$ cat src/rtl/seg_bcd_capture_pkg.sv
// seg_cap_pkg: segment patterns, result codes and FSM states for seg_bcd_capture.
// SEG_CAP_DP_EN widens the captured segment field to include the decimal point.
package seg_cap_pkg;
  localparam logic [6:0] PAT_0 = 7'h40;
  localparam logic [6:0] PAT_1 = 7'h79;
  localparam logic [6:0] PAT_2 = 7'h24;
  localparam logic [6:0] PAT_3 = 7'h30;
  localparam logic [6:0] PAT_4 = 7'h19;
  localparam logic [6:0] PAT_5 = 7'h12;
  localparam logic [6:0] PAT_6 = 7'h02;
  localparam logic [6:0] PAT_7 = 7'h78;
  localparam logic [6:0] PAT_8 = 7'h00;
  localparam logic [6:0] PAT_9 = 7'h10;
  localparam logic [6:0] PAT_BLANK = 7'h7F;
  localparam logic [3:0] CODE_BLANK = 4'hF;
  localparam logic [3:0] CODE_BAD = 4'hE;
`ifdef SEG_CAP_DP_EN
  localparam int SEG_W = 8;
`else
  localparam int SEG_W = 7;
`endif
  typedef enum logic [1:0] {WAIT, CAPT, HOLD} state_t;
endpackage

$ cat src/rtl/seg_bcd_capture_if.sv
// seg_bcd_capture_if: display-bus pins plus capture results, named from the capture block's side.
interface seg_bcd_capture_if #(parameter int DIGITS = 4);
  logic [7:0]          i_segment;
  logic [DIGITS-1:0]   i_dig_sel_n;
  logic                i_clr;
  logic [4*DIGITS-1:0] o_bcd_out;
  logic [DIGITS-1:0]   o_dp_out;
  logic [DIGITS-1:0]   o_invalid;
  logic                o_frame_valid;
  logic                o_sel_err;
  modport master (
    output i_segment, i_dig_sel_n, i_clr,
    input  o_bcd_out, o_dp_out, o_invalid, o_frame_valid, o_sel_err
  );
  modport slave (
    input  i_segment, i_dig_sel_n, i_clr,
    output o_bcd_out, o_dp_out, o_invalid, o_frame_valid, o_sel_err
  );
endinterface

$ cat src/rtl/seg_pattern_decode.sv
// seg_pattern_decode: maps an active-low a..g pattern to a BCD digit, blank code or bad code.
module seg_pattern_decode
  import seg_cap_pkg::*;
(
  input  logic [6:0] i_pat,
  output logic [3:0] o_bcd,
  output logic       o_bad
);
  always_comb begin
    o_bcd = CODE_BAD;
    o_bad = 1'b0;
    case (i_pat)
      PAT_0:     o_bcd = 4'd0;
      PAT_1:     o_bcd = 4'd1;
      PAT_2:     o_bcd = 4'd2;
      PAT_3:     o_bcd = 4'd3;
      PAT_4:     o_bcd = 4'd4;
      PAT_5:     o_bcd = 4'd5;
      PAT_6:     o_bcd = 4'd6;
      PAT_7:     o_bcd = 4'd7;
      PAT_8:     o_bcd = 4'd8;
      PAT_9:     o_bcd = 4'd9;
      PAT_BLANK: o_bcd = CODE_BLANK;
      default:   o_bad = 1'b1;
    endcase
  end
endmodule

$ cat src/rtl/seg_bcd_capture.sv
// seg_bcd_capture: debounced capture of a multiplexed active-low 7-segment bus into BCD frames.
// Define SEG_CAP_DP_EN to capture the decimal point; otherwise dp is ignored entirely.
module seg_bcd_capture
  import seg_cap_pkg::*;
#(
  parameter int DIGITS = 4,
  parameter int STABLE_CYC = 4,
  localparam int CNT_W = $clog2(STABLE_CYC + 1)
) (
  input logic clk,
  input logic rst_n,
  seg_bcd_capture_if.slave bus
);
  localparam int SW = SEG_W + DIGITS;
  logic [SW-1:0]       r_s1, r_s2, r_prev;
  state_t              r_state, w_state_nxt;
  logic [CNT_W-1:0]    r_cnt, w_cnt_nxt;
  logic                r_miss;
  logic [4*DIGITS-1:0] r_bcd;
  logic [DIGITS-1:0]   r_dp, r_invalid, r_seen;
  logic                r_frame, r_sel_err;
  logic [SW-1:0]       w_pins;
  logic [SEG_W-1:0]    w_seg;
  logic [DIGITS-1:0]   w_sel, w_upd, w_seen_set;
  logic                w_chg, w_go, w_cap, w_multi, w_full, w_dp, w_bad;
  logic [3:0]          w_bcd;
  assign w_pins = {bus.i_segment[SEG_W-1:0], bus.i_dig_sel_n};
  assign w_chg  = r_s2 != r_prev;
  assign w_go   = !w_chg && r_cnt == CNT_W'(STABLE_CYC - 2);
  // A change that lands during CAPT is remembered so HOLD still leaves.
  always_comb begin
    w_state_nxt = r_state == WAIT ? (w_go ? CAPT : WAIT) :
                  r_state == CAPT ? HOLD :
                  (w_chg || r_miss) ? WAIT : HOLD;
    w_cnt_nxt = (r_state == WAIT && !w_chg && !w_go) ? r_cnt + 1'b1 : '0;
  end
  // Capture from prev: it always holds the value that was stable on entry to CAPT.
  assign w_seg      = r_prev[SW-1:DIGITS];
  assign w_sel      = ~r_prev[DIGITS-1:0];
  assign w_cap      = r_state == CAPT;
  assign w_multi    = |(w_sel & (w_sel - 1'b1));
  assign w_upd      = (w_cap && !w_multi) ? w_sel : '0;
  assign w_seen_set = r_seen | w_upd;
  assign w_full     = (&w_seen_set) && (|w_upd);
`ifdef SEG_CAP_DP_EN
  assign w_dp = ~w_seg[7];
`else
  assign w_dp = 1'b0;
`endif
  seg_pattern_decode u_dec (
    .i_pat (w_seg[6:0]),
    .o_bcd (w_bcd),
    .o_bad (w_bad)
  );
  always_ff @(posedge clk or negedge rst_n) begin
    if (!rst_n) begin
      r_s1      <= '1;
      r_s2      <= '1;
      r_prev    <= '1;
      r_state   <= WAIT;
      r_cnt     <= '0;
      r_miss    <= 1'b0;
      r_bcd     <= '1;
      r_dp      <= '0;
      r_invalid <= '0;
      r_seen    <= '0;
      r_frame   <= 1'b0;
      r_sel_err <= 1'b0;
    end else begin
      r_s1      <= w_pins;
      r_s2      <= r_s1;
      r_prev    <= r_s2;
      r_state   <= w_state_nxt;
      r_cnt     <= w_cnt_nxt;
      r_miss    <= w_cap && w_chg;
      for (int k = 0; k < DIGITS; k++) begin
        if (w_upd[k]) begin
          r_bcd[4*k +: 4] <= w_bcd;
          r_dp[k]         <= w_dp;
        end
      end
      r_invalid <= bus.i_clr ? '0 : (r_invalid & ~w_upd) | (w_bad ? w_upd : '0);
      r_sel_err <= !bus.i_clr && (r_sel_err || (w_cap && w_multi));
      r_seen    <= (bus.i_clr || w_full) ? '0 : w_seen_set;
      r_frame   <= !bus.i_clr && w_full;
    end
  end
  assign bus.o_bcd_out     = r_bcd;
  assign bus.o_dp_out      = r_dp;
  assign bus.o_invalid     = r_invalid;
  assign bus.o_frame_valid = r_frame;
  assign bus.o_sel_err     = r_sel_err;
endmodule
$ cat src/flat_wrapper.sv
// flat-port wrapper written by rule: the top's interface ports become plain ports
module seg_bcd_capture_flat import seg_cap_pkg::*;
#(
  parameter int DIGITS = 4,
  parameter int STABLE_CYC = 4,
  localparam int CNT_W = $clog2(STABLE_CYC + 1)
)
  (clk, rst_n, bus_i_segment, bus_i_dig_sel_n, bus_i_clr, bus_o_bcd_out, bus_o_dp_out, bus_o_invalid, bus_o_frame_valid, bus_o_sel_err);
  seg_bcd_capture_if #(.DIGITS(DIGITS)) bus_i ();
  input logic clk;
  input logic rst_n;
  input wire logic [$bits(bus_i.i_segment)-1:0] bus_i_segment;
  input wire logic [$bits(bus_i.i_dig_sel_n)-1:0] bus_i_dig_sel_n;
  input wire logic [$bits(bus_i.i_clr)-1:0] bus_i_clr;
  output wire logic [$bits(bus_i.o_bcd_out)-1:0] bus_o_bcd_out;
  output wire logic [$bits(bus_i.o_dp_out)-1:0] bus_o_dp_out;
  output wire logic [$bits(bus_i.o_invalid)-1:0] bus_o_invalid;
  output wire logic [$bits(bus_i.o_frame_valid)-1:0] bus_o_frame_valid;
  output wire logic [$bits(bus_i.o_sel_err)-1:0] bus_o_sel_err;
  assign bus_i.i_segment = bus_i_segment;
  assign bus_i.i_dig_sel_n = bus_i_dig_sel_n;
  assign bus_i.i_clr = bus_i_clr;
  assign bus_o_bcd_out = bus_i.o_bcd_out;
  assign bus_o_dp_out = bus_i.o_dp_out;
  assign bus_o_invalid = bus_i.o_invalid;
  assign bus_o_frame_valid = bus_i.o_frame_valid;
  assign bus_o_sel_err = bus_i.o_sel_err;
  seg_bcd_capture #(.DIGITS(DIGITS), .STABLE_CYC(STABLE_CYC)) u_core (.clk(clk), .rst_n(rst_n), .bus(bus_i));
endmodule
$ cat config.mk
export PLATFORM = sky130hd
export DESIGN_NAME = seg_bcd_capture_flat
export DESIGN_NICKNAME = d
export VERILOG_FILES = /design/src/rtl/seg_bcd_capture_pkg.sv /design/src/rtl/seg_bcd_capture_if.sv /design/src/rtl/seg_pattern_decode.sv /design/src/rtl/seg_bcd_capture.sv /design/src/flat_wrapper.sv
export SDC_FILE = /design/constraint.sdc
export NUM_CORES = 1
export LEC_CHECK = 0
export ABC_AREA = 1
export CORE_MARGIN = 10
export CORE_UTILIZATION = 48
export DETAILED_ROUTE_END_ITERATION = 12
export GPL_TIMING_DRIVEN = 1
export PLACE_DENSITY = 0.75
export SKIP_CTS_REPAIR_TIMING = 1
export SLEW_MARGIN = 10
export SYNTH_ARGS = -nofsm -noshare
export SYNTH_HDL_FRONTEND = slang
export SYNTH_SLANG_ARGS = --single-unit
$ cat constraint.sdc
create_clock -name clk -period 1.6 [get_ports clk]
set_clock_uncertainty 0.2 [all_clocks]
set_input_delay 0.24 -clock clk [delete_from_list [all_inputs] [get_ports clk]]
set_output_delay 0.24 -clock clk [all_outputs]
set_load 0.01 [all_outputs]
==> out/results.md, run 1 <==
- overall track demand over capacity in global routing: 11.5%
- maximum buffer depth of the clock tree: 2
- top cell family by delay on the critical path: flip-flops
- final weighted congestion in routability-driven placement: 0.774
- share of power burned in the clock network: 39.4%
- power density of the placed cells: 870 nW/µm²
- total iterations of the first detailed-routing run: 4
- Critical Setup Path Class: reg -> reg
- IR Drop Worst-Case VDD: 0.701 mV
- later-pin clock latency in the skew report: 0.33 ns
- register clock-pin slew on the reported worst setup and hold paths: 0.07 ns
- Max Fanout on Critical Path: 5
- cell area after layout: 3770 µm²
- Netlist Area Pre-Place: 2640 µm²
- root cell of the clock tree: sky130_fd_sc_hd__clkbuf_8
- critical-path cell list: buf_6, nor2_4, nand3_2, inv_2, nand2_2, o21ai_2, nor2_2, nand2_4, buf_4, a21oi_1
- async set-or-reset flop fraction in the synthesized netlist: 100%
- share of power burned in registers: 53.5%
- highest-delay cell along the critical path: sky130_fd_sc_hd__dfstp_2
- run status: complete, but fails checks
- wirelength, routed: 5290 µm
- hold path startpoint: bus_i_segment[3]
- Vert. Die Dim: 94.1 µm
- area post-placement: 3240 µm²
- proportion of total power due to net switching: 22.9%
- Startpoint Class: flop
- worst r2r path cells: 10
- internal power: 2.53 mW
- most common cell in the synthesized netlist: sky130_fd_sc_hd__nand2_1
- maximum number of pins on one net before global-route repair: 66
- end of the worst register-to-register path: u_core.bus.o_invalid[3]
- Via-to-Cell Ratio: 4.66
- global-route wire length before repair: 8080 µm
- RSZ-0062 raised after global routing: true
- dominant register cell in the synthesized netlist: sky130_fd_sc_hd__dfstp_2
- setup violation total in the final timing report: 30
- area of the core: 5200 µm²
- half-perimeter wire length after placement: 3480 µm
- average instance area after synthesis: 9.99 µm²
- layout overhead on the synthesized area: 42.8%
- clock tree sinks: 65
- Static Leakage: 2.12 nW
- share of synthesized area occupied by flip-flops and latches: 64.0%
- clock buffers created by TritonCTS: 9
- flops & latches, synth: 65
- initial antenna violation count: 0
- DRC marker count from the first detailed-route iteration: 47
- combinational share of power: 7.2%
- post-synth top area share: 48.8%
- unique cell type count in the Yosys netlist: 27
- ANT cells: 0
- worst path arrival time: 1.85 ns
- Buf+Inv Stages, Crit Path: 3
- Area contributors post-synth: sky130_fd_sc_hd__dfstp_2, sky130_fd_sc_hd__dfrtp_1, sky130_fd_sc_hd__nand2_1, sky130_fd_sc_hd__inv_1, sky130_fd_sc_hd__nor2_1
- period utilisation layout: 112%
- final hold violations: 0
- commonest cells in the netlist: sky130_fd_sc_hd__nand2_1, sky130_fd_sc_hd__dfstp_2, sky130_fd_sc_hd__inv_1
- CP peak stage delay: 0.59 ns
- failing checks: setup timing
- # H-tree levels: 3
- remaining number of nets flagged by the antenna check after routing: 0
- required time at the worst-slack endpoint: 1.67 ns
- Die Outline Area: 8860 µm²
- DRC viols: 0
- overflow left after global routing: 0
- initial core utilization: 50.7%
- worst-case register-to-register setup slack: -0.19 ns
- maximum clock frequency: 560 MHz
- worst reg2reg startpoint: u_core.r_prev[4]
- post-DR wirelength/cell: 12.6 µm
- IO Pins: 41
- warnings from Yosys: 0
- count of maximum capacitance violations: 0
- clock tree from TritonCTS: built
- Die X-Extent: 94.1 µm
- via count of the first global-routing pass: 1878
- min cycle time layout: 1.79 ns
- via count of the routed design: 1956
- net switching power: 0.749 mW
- start point of the critical path: u_core.r_prev[4]
- Site Rows: 26
- Post-Syn Instances: 264
- endpoint of the worst hold path: u_core.r_s1[7]
- final setup TNS: -3.88 ns
- Slew Viols, Final: 0
- dominant cell type by area after synthesis: sky130_fd_sc_hd__dfstp_2
- proportion of layout cells with a drive suffix above 1: 44.6%
- fill cell instance count of the final layout: 375
- total of buffers placed on input and output ports: 35
- final-stage net count: 362
- class of the tightest hold or removal check: in -> reg
- share of the core filled with cells in the final layout: 72.4%
- final critical-path setup slack: -0.186 ns
- Setup crit end kind: flop
- count of flip-flops with a built-in enable after synthesis: 0
- Hold Crit Depth: 1
power groups by stage:
| stage | registers [mW] | clock network (mW) | logic (mW) |
|---|---|---|---|
| 2_1_floorplan | 1.77 | 0 | 0.0846 |
| 3_3_place_gp | 1.77 | 0 | 0.185 |
| 3_5_place_dp | 1.78 | 0 | 0.191 |
| 4_1_cts | 1.75 | 1.32 | 0.192 |
| 5_1_grt | 1.76 | 1.41 | 0.263 |
| 6_report | 1.75 | 1.29 | 0.235 |
placed cells by master, fill, tap and decap left out, types with 3 or more instances in the layout:
master                             n
sky130_fd_sc_hd__nor2_2            8
sky130_fd_sc_hd__nand2_4           6
sky130_fd_sc_hd__nand3_1           4
sky130_fd_sc_hd__xor2_1            3
sky130_fd_sc_hd__nand4_1           5
sky130_fd_sc_hd__dlymetal6s2s_1   22
sky130_fd_sc_hd__o21ai_0           6
sky130_fd_sc_hd__nand3_2           5
sky130_fd_sc_hd__inv_1            29
sky130_fd_sc_hd__clkbuf_8         10
sky130_fd_sc_hd__inv_2             5
sky130_fd_sc_hd__o21ai_2           4
sky130_fd_sc_hd__nand2_1          64
sky130_fd_sc_hd__nand2_2          11
sky130_fd_sc_hd__dfrtp_1          16
sky130_fd_sc_hd__nor2_1           10
sky130_fd_sc_hd__xnor2_1           5
sky130_fd_sc_hd__dfstp_2          49
sky130_fd_sc_hd__conb_1            4
sky130_fd_sc_hd__or2_2             3
sky130_fd_sc_hd__nor2_4            3
sky130_fd_sc_hd__nor3_1            3
sky130_fd_sc_hd__buf_4            32
sky130_fd_sc_hd__nor3_2            3
sky130_fd_sc_hd__clkdlybuf4s50_1  12
final cells by class:
| cell class | instances | area, µm² | area share, % |
|---|---|---|---|
| multi-input cells | 162 | 966 | 25.6 |
| flip-flops and latches | 65 | 1690 | 44.8 |
| clock buffers | 12 | 166 | 4.42 |
| repair buffers | 71 | 693 | 18.4 |
| well taps | 70 | 87.6 | 2.33 |
| inverters | 36 | 140 | 3.72 |
| clock inverters | 4 | 25.0 | 0.664 |
logic make-up (layout without fill, tap and decap cells):
logic type	Yosys count	after routing	synth area share, %
DFF	65	65	64.0
buffers and inverters	40	123	6.26
and+or+nand+nor	128	128	21.3
other	1	4	0.142
xor gates and xnor gates	8	8	2.66
AOI/OAI and AO/OA	20	20	4.65
adders and majority gates	2	2	0.949
per-stage QoR:
step	hold WS [ns]	instances	total power, mW	worst slack (ns)
finish	0.106	420	3.28	-0.186
global placement	0.0739	390	1.96	-0.0937
floorplan	-0.256	267	1.86	-0.0147
detailed placement	0.0788	390	1.97	-0.149
global route	0.0961	420	3.43	-0.281
CTS	-0.281	406	3.27	-0.275
registers in the layout (all words and copies together), names as in the netlist:
signal                    cells
u_core.bus.o_bcd_out         16
u_core.r_cnt                  3
u_core.bus.o_sel_err          1
u_core.bus.o_invalid          4
u_core.r_s1                  11
u_core.r_prev                11
u_core.r_seen                 4
u_core.r_s2                  11
u_core.r_miss                 1
u_core.bus.o_frame_valid      1
u_core.r_state                2
how the worst max path moves through the flow:
stage                                     to  slack (ns)  cells after the start
floorplan                   u_core.r_seen[0]       -0.01                      9
global placement     u_core.bus.o_bcd_out[5]       -0.09                     10
detailed placement   u_core.bus.o_bcd_out[3]       -0.15                     10
CTS                         bus_o_bcd_out[6]       -0.27                      1
global route        u_core.bus.o_bcd_out[13]       -0.28                      9
finish               u_core.bus.o_invalid[3]       -0.19                     10
routing by layer:
metal  wire length, µm  vias up  GRT usage [%]  part of all wire (%)
met2              2600       49           19.0                    49
met4               104        0           7.22                   2.0
met3               253       10           2.88                   4.8
met5                 0        -              0                     0
li1                  -      976              -                     -
met1              2330      921           12.9                    44
(Power assumes the default switching activity.)
==> inputs of run 2 (changes only) <==
--- a/config.mk
+++ b/config.mk
@@ -8,8 +8,10 @@
 export ABC_AREA = 1
 export CORE_MARGIN = 10
 export CORE_UTILIZATION = 48
+export CTS_BUF_LIST = sky130_fd_sc_hd__clkbuf_8 sky130_fd_sc_hd__clkbuf_16
 export DETAILED_ROUTE_END_ITERATION = 12
 export GPL_TIMING_DRIVEN = 1
+export HOLD_SLACK_MARGIN = 0.08
 export PLACE_DENSITY = 0.75
 export SKIP_CTS_REPAIR_TIMING = 1
 export SLEW_MARGIN = 10
==> run 2 against run 1 <==
  * The run still ends with setup timing left
  * Die area is the same
  * Critical path depth is the same
  * Sequential power is essentially flat
  * Sequential share of layout area is the same
  * Worst hold slack is the same
  * Clock-buffer cell count shrank 1
  * Critical path type unchanged
  * Critical endpoint unchanged
  * Largest cell class unchanged
==> out/results.md, run 2 (same netlist as run 1, synthesis figures left out) <==
- run status: complete, but fails checks
- failing checks: setup timing
- layout overhead on the synthesized area: 42.8%, unchanged
- critical-path cell list: buf_6, nor2_4, nand3_2, inv_2, nand2_2, o21ai_2, nor2_2, nand2_4, buf_4, a21oi_1
- total of buffers placed on input and output ports: 35, unchanged
- area post-placement: 3240 µm², unchanged
- half-perimeter wire length after placement: 3480 µm, unchanged
- final setup TNS: -3.88 ns, +0.000460 ns
- commonest non-fill, non-tap cells in the layout: sky130_fd_sc_hd__nand2_1, sky130_fd_sc_hd__dfstp_2, sky130_fd_sc_hd__buf_4
- worst-case register-to-register setup slack: -0.19 ns, about the same
- period utilisation layout: 112%, unchanged
- Slew Viols, Final: 0, unchanged
- RSZ-0062 raised after global routing: true
- proportion of layout cells with a drive suffix above 1: 44.6%, unchanged
- Buf+Inv Stages, Crit Path: 3, unchanged
- initial core utilization: 50.7%, unchanged
- worst path arrival time: 1.85 ns, about the same
- share of the core filled with cells in the final layout: 72.4%, unchanged
- maximum number of pins on one net before global-route repair: 66, unchanged
- # H-tree levels: 3, unchanged
- Hold Crit Depth: 1, unchanged
- post-route worst hold slack: 0.106 ns, unchanged
- final critical-path setup slack: -0.186 ns, unchanged
- maximum buffer depth of the clock tree: 2, unchanged
- post-DR wirelength/cell: 12.6 µm, about the same
- cell area after layout: 3770 µm², unchanged
- wirelength, routed: 5280 µm, about the same
- final weighted congestion in routability-driven placement: 0.774, unchanged
- top cell family by delay on the critical path: flip-flops
- clock tree sinks: 65, unchanged
- worst reg2reg startpoint: u_core.r_prev[4]
- Max Fanout on Critical Path: 5, unchanged
- number of flip-flops under the largest register name: 16, unchanged
- remaining number of nets flagged by the antenna check after routing: 0, unchanged
- DRC viols: 0, unchanged
- Die X-Extent: 94.1 µm, unchanged
- most common cell after layout, fill and taps aside: sky130_fd_sc_hd__nand2_1
- DRC marker count from the first detailed-route iteration: 47, unchanged
- overall track demand over capacity in global routing: 11.5%, unchanged
- root cell of the clock tree: sky130_fd_sc_hd__clkbuf_8
- worst slack at placement: -0.149 ns, unchanged
- count of maximum capacitance violations: 0, unchanged
- count of placed standard cells including taps: 390, unchanged
- class of the tightest hold or removal check: in -> reg
- Die Outline Area: 8860 µm², unchanged
- IO Pins: 41, unchanged
- Critical Setup Path Class: reg -> reg
- global-route wire length before repair: 8080 µm, unchanged
- end of the worst register-to-register path: u_core.bus.o_invalid[3]
- initial antenna violation count: 0, unchanged
- IR Drop Worst-Case VDD: 0.701 mV, about the same
- final hold violations: 0, unchanged
- overflow left after global routing: 0, unchanged
- Setup crit end kind: flop
- start point of the critical path: u_core.r_prev[4]
- Power, Total: 3.27 mW, -0.18%
- Via-to-Cell Ratio: 4.66, unchanged
- power density of the placed cells: 869 nW/µm², -0.18%
- maximum clock frequency: 560 MHz, unchanged
- later-pin clock latency in the skew report: 0.33 ns, about the same
- area of the core: 5200 µm², unchanged
- total stage count of the critical path: 10, unchanged
- via count of the first global-routing pass: 1878, unchanged
- Post-Layout Cell Count: 420, unchanged
- Site Rows: 26, unchanged
- worst r2r path cells: 10, unchanged
- min cycle time layout: 1.79 ns, unchanged
- clock buffers created by TritonCTS: 9, unchanged
- CP peak stage delay: 0.59 ns, about the same
- required time at the worst-slack endpoint: 1.67 ns, about the same
- final-stage net count: 362, unchanged
- Vert. Die Dim: 94.1 µm, unchanged
- highest-delay cell along the critical path: sky130_fd_sc_hd__dfstp_2
- register clock-pin slew on the reported worst setup and hold paths: 0.07 ns, about the same
- clock tree from TritonCTS: built
- total iterations of the first detailed-routing run: 4, unchanged
- Startpoint Class: flop
- capture point of the worst path: u_core.bus.o_invalid[3]
- via count of the routed design: 1956, unchanged
- Static Leakage: 2.13 nW, +0.20%
- setup violation total in the final timing report: 30, unchanged
- ANT cells: 0, unchanged
[run 2: cell count changes in the layout (fill, tap and decap cells not counted)]
cell	change
sky130_fd_sc_hd__clkbuf_1	-1
sky130_fd_sc_hd__inv_1	+1
[run 2: final cells by class]
cell class,count,area [µm²]
multi-input cells,162,966
clock buffers,11,163
repair buffers,71,693
fillers,375,1440
clock inverters,5,28.8
well taps,70,87.6
inverters,36,140
flip-flops and latches,65,1690
[run 2: how the worst min path moves through the flow]
stage	start	to	slack, ns
floorplan	rst_n	u_core.bus.o_frame_valid	-0.26
detailed placement	rst_n	u_core.bus.o_invalid[2]	0.08
global placement	rst_n	u_core.bus.o_invalid[2]	0.07
global route	bus_i_segment[5]	u_core.r_s1[9]	0.1
finish	bus_i_segment[3]	u_core.r_s1[7]	0.11
CTS	rst_n	u_core.bus.o_frame_valid	-0.28
[run 2: metal layers]
metal / global-route usage [%] / vias up / wire length (µm)
li1: - / 976 / -
met3: 2.88 / 10 / 253
met4: 7.22 / 0 / 104
met2: 19.0 / 49 / 2590
met5: 0 / - / 0
met1: 12.9 / 921 / 2330
[run 2: where the power goes]
group	internal, mW	switching [mW]	total, mW
Combinational	0.112	0.124	0.235
Clock	0.687	0.597	1.28
Sequential	1.72	0.0292	1.75
Total	2.52	0.750	3.27
